$ cat src/rtl/cla_pipelined_group_adder.sv
// Two-stage pipelined carry-lookahead adder built from 4-bit groups.
// Stage 1 registers group G/P; stage 2 resolves carries and sums.
module cla_pipelined_group_adder #(
    parameter int WIDTH = 16
) (
    input  logic             clk,
    input  logic             rst_n,
    input  logic             in_valid,
    output logic             in_ready,
    input  logic [WIDTH-1:0] a,
    input  logic [WIDTH-1:0] b,
    input  logic             c_in,
    output logic             out_valid,
    input  logic             out_ready,
    output logic [WIDTH-1:0] sum,
    output logic             c_out,
    output logic             g_blk,
    output logic             p_blk
);

    localparam int NG = WIDTH / 4;

    generate
        if (WIDTH < 4 || (WIDTH % 4) != 0) begin : g_bad_width
            $error("WIDTH must be a positive multiple of 4");
        end
    endgenerate

    logic [WIDTH-1:0] a_q, b_q;
    logic             cin_q;
    logic [NG-1:0]    gg_q, gp_q, gg_d, gp_d;
    logic             s1_valid_q;

    logic             out_valid_q;
    logic [WIDTH-1:0] sum_q, sum_d;
    logic             cout_q, cout_d;
    logic             gblk_q, gblk_d;
    logic             pblk_q, pblk_d;

    logic       in_beat, s2_load;
    logic [3:0] gi, pi;
    logic       cy, cy0, ck, rc;

    assign in_ready = !s1_valid_q || !out_valid_q || out_ready;
    assign in_beat  = in_valid && in_ready;
    assign s2_load  = s1_valid_q && (!out_valid_q || out_ready);

    always_comb begin
        gi   = '0;
        pi   = '0;
        gg_d = '0;
        gp_d = '0;
        for (int k = 0; k < NG; k++) begin
            gi = a[4*k +: 4] & b[4*k +: 4];
            pi = a[4*k +: 4] | b[4*k +: 4];
            gg_d[k] = gi[3] | (gi[2] & pi[3]) | (gi[1] & pi[2] & pi[3])
                    | (gi[0] & pi[1] & pi[2] & pi[3]);
            gp_d[k] = &pi;
        end
    end

    // Group carries come from lookahead; bits inside a group ripple from C[k].
    always_comb begin
        sum_d = '0;
        cy    = cin_q;
        cy0   = 1'b0;
        ck    = 1'b0;
        rc    = 1'b0;
        for (int k = 0; k < NG; k++) begin
            ck = cy;
            rc = ck;
            for (int j = 0; j < 4; j++) begin
                sum_d[4*k+j] = a_q[4*k+j] ^ b_q[4*k+j] ^ rc;
                rc = (a_q[4*k+j] & b_q[4*k+j])
                   | ((a_q[4*k+j] | b_q[4*k+j]) & rc);
            end
            cy  = gg_q[k] | (gp_q[k] & ck);
            cy0 = gg_q[k] | (gp_q[k] & cy0);
        end
        cout_d = cy;
        gblk_d = cy0;
        pblk_d = &gp_q;
    end

    always_ff @(posedge clk or negedge rst_n) begin
        if (!rst_n) begin
            a_q        <= '0;
            b_q        <= '0;
            cin_q      <= 1'b0;
            gg_q       <= '0;
            gp_q       <= '0;
            s1_valid_q <= 1'b0;
        end else if (in_beat) begin
            a_q        <= a;
            b_q        <= b;
            cin_q      <= c_in;
            gg_q       <= gg_d;
            gp_q       <= gp_d;
            s1_valid_q <= 1'b1;
        end else if (s2_load) begin
            s1_valid_q <= 1'b0;
        end
    end

    always_ff @(posedge clk or negedge rst_n) begin
        if (!rst_n) begin
            out_valid_q <= 1'b0;
            sum_q       <= '0;
            cout_q      <= 1'b0;
            gblk_q      <= 1'b0;
            pblk_q      <= 1'b0;
        end else if (s2_load) begin
            out_valid_q <= 1'b1;
            sum_q       <= sum_d;
            cout_q      <= cout_d;
            gblk_q      <= gblk_d;
            pblk_q      <= pblk_d;
        end else if (out_ready) begin
            out_valid_q <= 1'b0;
        end
    end

    assign out_valid = out_valid_q;
    assign sum       = sum_q;
    assign c_out     = cout_q;
    assign g_blk     = gblk_q;
    assign p_blk     = pblk_q;

endmodule
$ cat config.mk
export PLATFORM = sky130hd
export DESIGN_NAME = cla_pipelined_group_adder
export DESIGN_NICKNAME = d
export VERILOG_FILES = /design/src/rtl/cla_pipelined_group_adder.sv
export SDC_FILE = /design/constraint.sdc
export NUM_CORES = 1
export LEC_CHECK = 0
export CAP_MARGIN = 10
export CORE_MARGIN = 2
export CORE_UTILIZATION = 26
export DETAILED_ROUTE_END_ITERATION = 10
export MAX_ROUTING_LAYER = met4
export PLACE_DENSITY_LB_ADDON = 0.12
export SYNTH_ARGS = -nofsm -noshare
export SYNTH_HDL_FRONTEND = slang
export SYNTH_SLANG_ARGS = --single-unit
$ cat constraint.sdc
create_clock -name clk -period 5 [get_ports clk]
set_clock_uncertainty 0.05 [all_clocks]
set_input_delay 1.5 -clock clk [delete_from_list [all_inputs] [get_ports clk]]
set_output_delay 1.5 -clock clk [all_outputs]
set_load 0.005 [all_outputs]
==> impl_metrics.tcl <==
set metrics [dict create \
    dpl.hpwl_um 4100 \
    worstPathCellList "clkdlybuf4s50_1, nand3b_4, clkdlybuf4s50_1" \
    rows 39 \
    synth_edf_count 0 \
    final_core_util_pct 35.3 \
    grt_overflow 0 \
    die_h_um 111 \
    cts_setup_buffers 0 \
    drv_slew 0 \
    endpoint "in_ready" \
    gp_congestion 0.706 \
    use_met3_pct 2.84 \
    synth_top_cell_by_area "dfrtp_1" \
    required_ns 3.45 \
    async_flop_share_pct 100 \
    ys_seq_area_share_pct 51.8 \
    worstSetupStartpointType "input port" \
    cts.sinks 62 \
    antenna_found_initial 0 \
    setup_violations 0 \
    end_kind "output pin" \
    use_met2_pct 17.1 \
    yosysMostFrequentCell "dfrtp_1" \
    yosys.area.top_type_share_pct 51.8 \
    max_stage_delay_ns 0.50 \
    vias 1897 \
    worst_hold_slack_ns 0.422 \
    synth_fp_nets 280 \
    r2r-end "sum[15]" \
    drive_gt1_share_pct 23.5 \
    cts_resized 0 \
    grt_pass1_wl_um 10400 \
    crit_start "out_ready" \
    synth.distinct_cells 28 \
    pin_count 58 \
    drc 0 \
    track_usage_pct 11.1 \
    cp_top_family "buffers and inverters" \
    fmax_ghz 0.239 \
    ys.flop_type "dfrtp_1" \
    swShare_pct 24.3 \
    path_clk_slew_ns 0.05 \
    busiest_layer "met2" \
    synth.avg_cell_area_um2 13.0 \
    vdd_drop_max_v 0.000175 \
    tritoncts "built" \
    ys_ff_latch 62 \
    grt_start_max_net_pins 63 \
    finalSetupTns_ns 0 \
    p_switching_uw 454 \
    core_um2 11300 \
    worstSetupPathType "input port to output pin" \
    post-route-period-util_pct 83.6 \
    cp_num_cells 3 \
    clkPwrFrac_pct 39.0 \
    diodes 0 \
    p_int_uw 1420 \
    layout.nets 342 \
    relSlewSlack_pct 44.0 \
    layout_min_cycle_time_ns 4.18 \
    rsz0062_at_grt "no" \
    cts_buffer_depth 2 \
    wl_um 6060 \
    final_antenna_net_count 0 \
    drt_iter0_markers 63 \
    root_buffer "clkbuf_16" \
    clock_latency_ns 0.32 \
    status "finished clean" \
    port_buffers 57 \
    synthToLayoutAreaGrowth_pct 33.6 \
    worstPathMaxFanout 3 \
    netlist_top_cells_count "62 x dfrtp_1, 38 x mux2_2, 18 x nand2_1" \
    dr.pass1.iters 4 \
    path_buf_inv 2 \
    tightest_slew_ns 0.841 \
    drv_cap 0 \
    path_common_cell "clkdlybuf4s50_1" \
    start_util_pct 26.4 \
    cp_data_arrival_time_ns 2.63 \
    slowest_stage "clkdlybuf4s50_1" \
    wl_per_cell_um 13.7 \
    nFillCells 1156 \
    syn_inst 231 \
    leakagePower_uw 0.00169 \
    netlist_area_um2 2990 \
    ff2ff_setup_slack_ns 2.45 \
    reg2reg_depth 10 \
    cts.htree.levels 3 \
    avgViaCountPerCell 4.30 \
    hold_viol 0 \
    min_path_type "flip-flop to flip-flop" \
    p_comb_share_pct 24.0 \
    numCtsBuffers 9 \
    grt_util_met1_pct 14.0 \
    netlist_top_cells_area "dfrtp_1 52%, mux2_2 14%, fa_1 8.0%, o21ai_0 2.3%, o21ai_2 2.3%" \
    p_seq_share_pct 37.0 \
    p_total_uw 1870 \
    power_density_nw_per_um2 468 \
    r2r_start "gp_q[0]" \
    die_w_um 111 \
    die_area_um2 12400 \
    grt_pass1_vias 2082 \
    yosys_warnings 0 \
    ctsHoldBuffers 0 \
]
[power groups by stage]
stage | clock (µW) | combinational [µW] | sequential [µW]
6_report | 731 | 448 | 693
5_1_grt | 776 | 508 | 714
4_1_cts | 757 | 463 | 697
3_5_place_dp | 0 | 462 | 705
3_3_place_gp | 0 | 460 | 703
2_1_floorplan | 0 | 234 | 697
[layout make-up]
cell class              count  area [µm²]  share of cell area (%)
clock buffers              13         260                    6.51
repair buffers             58         573                    14.3
well taps                 143         179                    4.47
clock inverters             3        90.1                    2.25
inverters                  14        52.6                    1.31
multi-input cells         148        1290                    32.3
flip-flops and latches     62        1550                    38.8
[flip-flops by register name, summed over array words and instances (netlist names)]
register and flops:
b_q 16, p_blk 1, g_blk 1, sum 16
gg_q 4, s1_valid_q 1, cin_q 1, a_q 16
gp_q 4, c_out 1, out_valid 1
[metrics by stage]
stage / instances / instance area, µm² / worst slack (ns)
detailed placement: 425 / 3650 / 0.804
floorplan: 231 / 2990 / 1.79
global placement: 425 / 3650 / 0.829
global route: 441 / 4000 / 0.780
finish: 441 / 4000 / 0.819
CTS: 441 / 4000 / 0.799
[worst min-delay path by stage]
stage	from	end	slack (ns)	depth (start not counted)
finish	sum[15]	sum[15]	0.42	2
global placement	sum[15]	sum[15]	0.41	2
floorplan	gg_q[3]	gg_q[3]	0.40	2
global route	sum[12]	sum[12]	0.46	1
detailed placement	sum[15]	sum[15]	0.42	2
CTS	sum[15]	sum[15]	0.43	2
[per-layer routing]
layer	part of all wire, %	up-vias
met1	47	925
met5	0	-
met4	1.8	0
li1	-	921
met3	3.4	11
met2	47	40
[layout by cell type (no fill, tap or decap), types with 2 or more instances in the layout]
master / synthesis / layout
a21oi_1: 10 / 10
a22o_1: 4 / 4
a31oi_1: 4 / 4
bufinv_16: 0 / 3
clkbuf_1: 0 / 2
clkbuf_16: 0 / 9
clkbuf_8: 0 / 2
clkdlybuf4s50_1: 0 / 56
dfrtp_1: 62 / 62
fa_1: 12 / 12
inv_1: 14 / 14
mux2_2: 38 / 38
mux2_4: 4 / 4
nand2_1: 18 / 18
nand2_4: 2 / 2
nand2b_1: 3 / 3
nor2_1: 12 / 12
o21ai_0: 14 / 14
o21ai_2: 8 / 8
o22ai_1: 4 / 4
xnor2_1: 6 / 6
xor2_1: 2 / 2
[worst min-delay path: cells and delay by family (launching register included)]
| family | cells | cell delay, ns |
|---|---|---|
| flip-flops | 1 | 0.33 |
| AO/OA/AOI/OAI | 1 | 0.06 |
| AND/OR/NAND/NOR | 1 | 0.04 |
[cells by family after synthesis]
group                      Yosys count  synth area share (%)
DFF                                 62                  51.8
AOI/OAI and AO/OA                   48                  10.2
buffers and inverters               21                  4.97
xor gates and xnor gates             8                  2.34
muxes                               43                  16.7
and+or+nand+nor                     37                  6.02
adders and majority gates           12                  8.02
No activity file was read; power rests on OpenSTA's default activity.
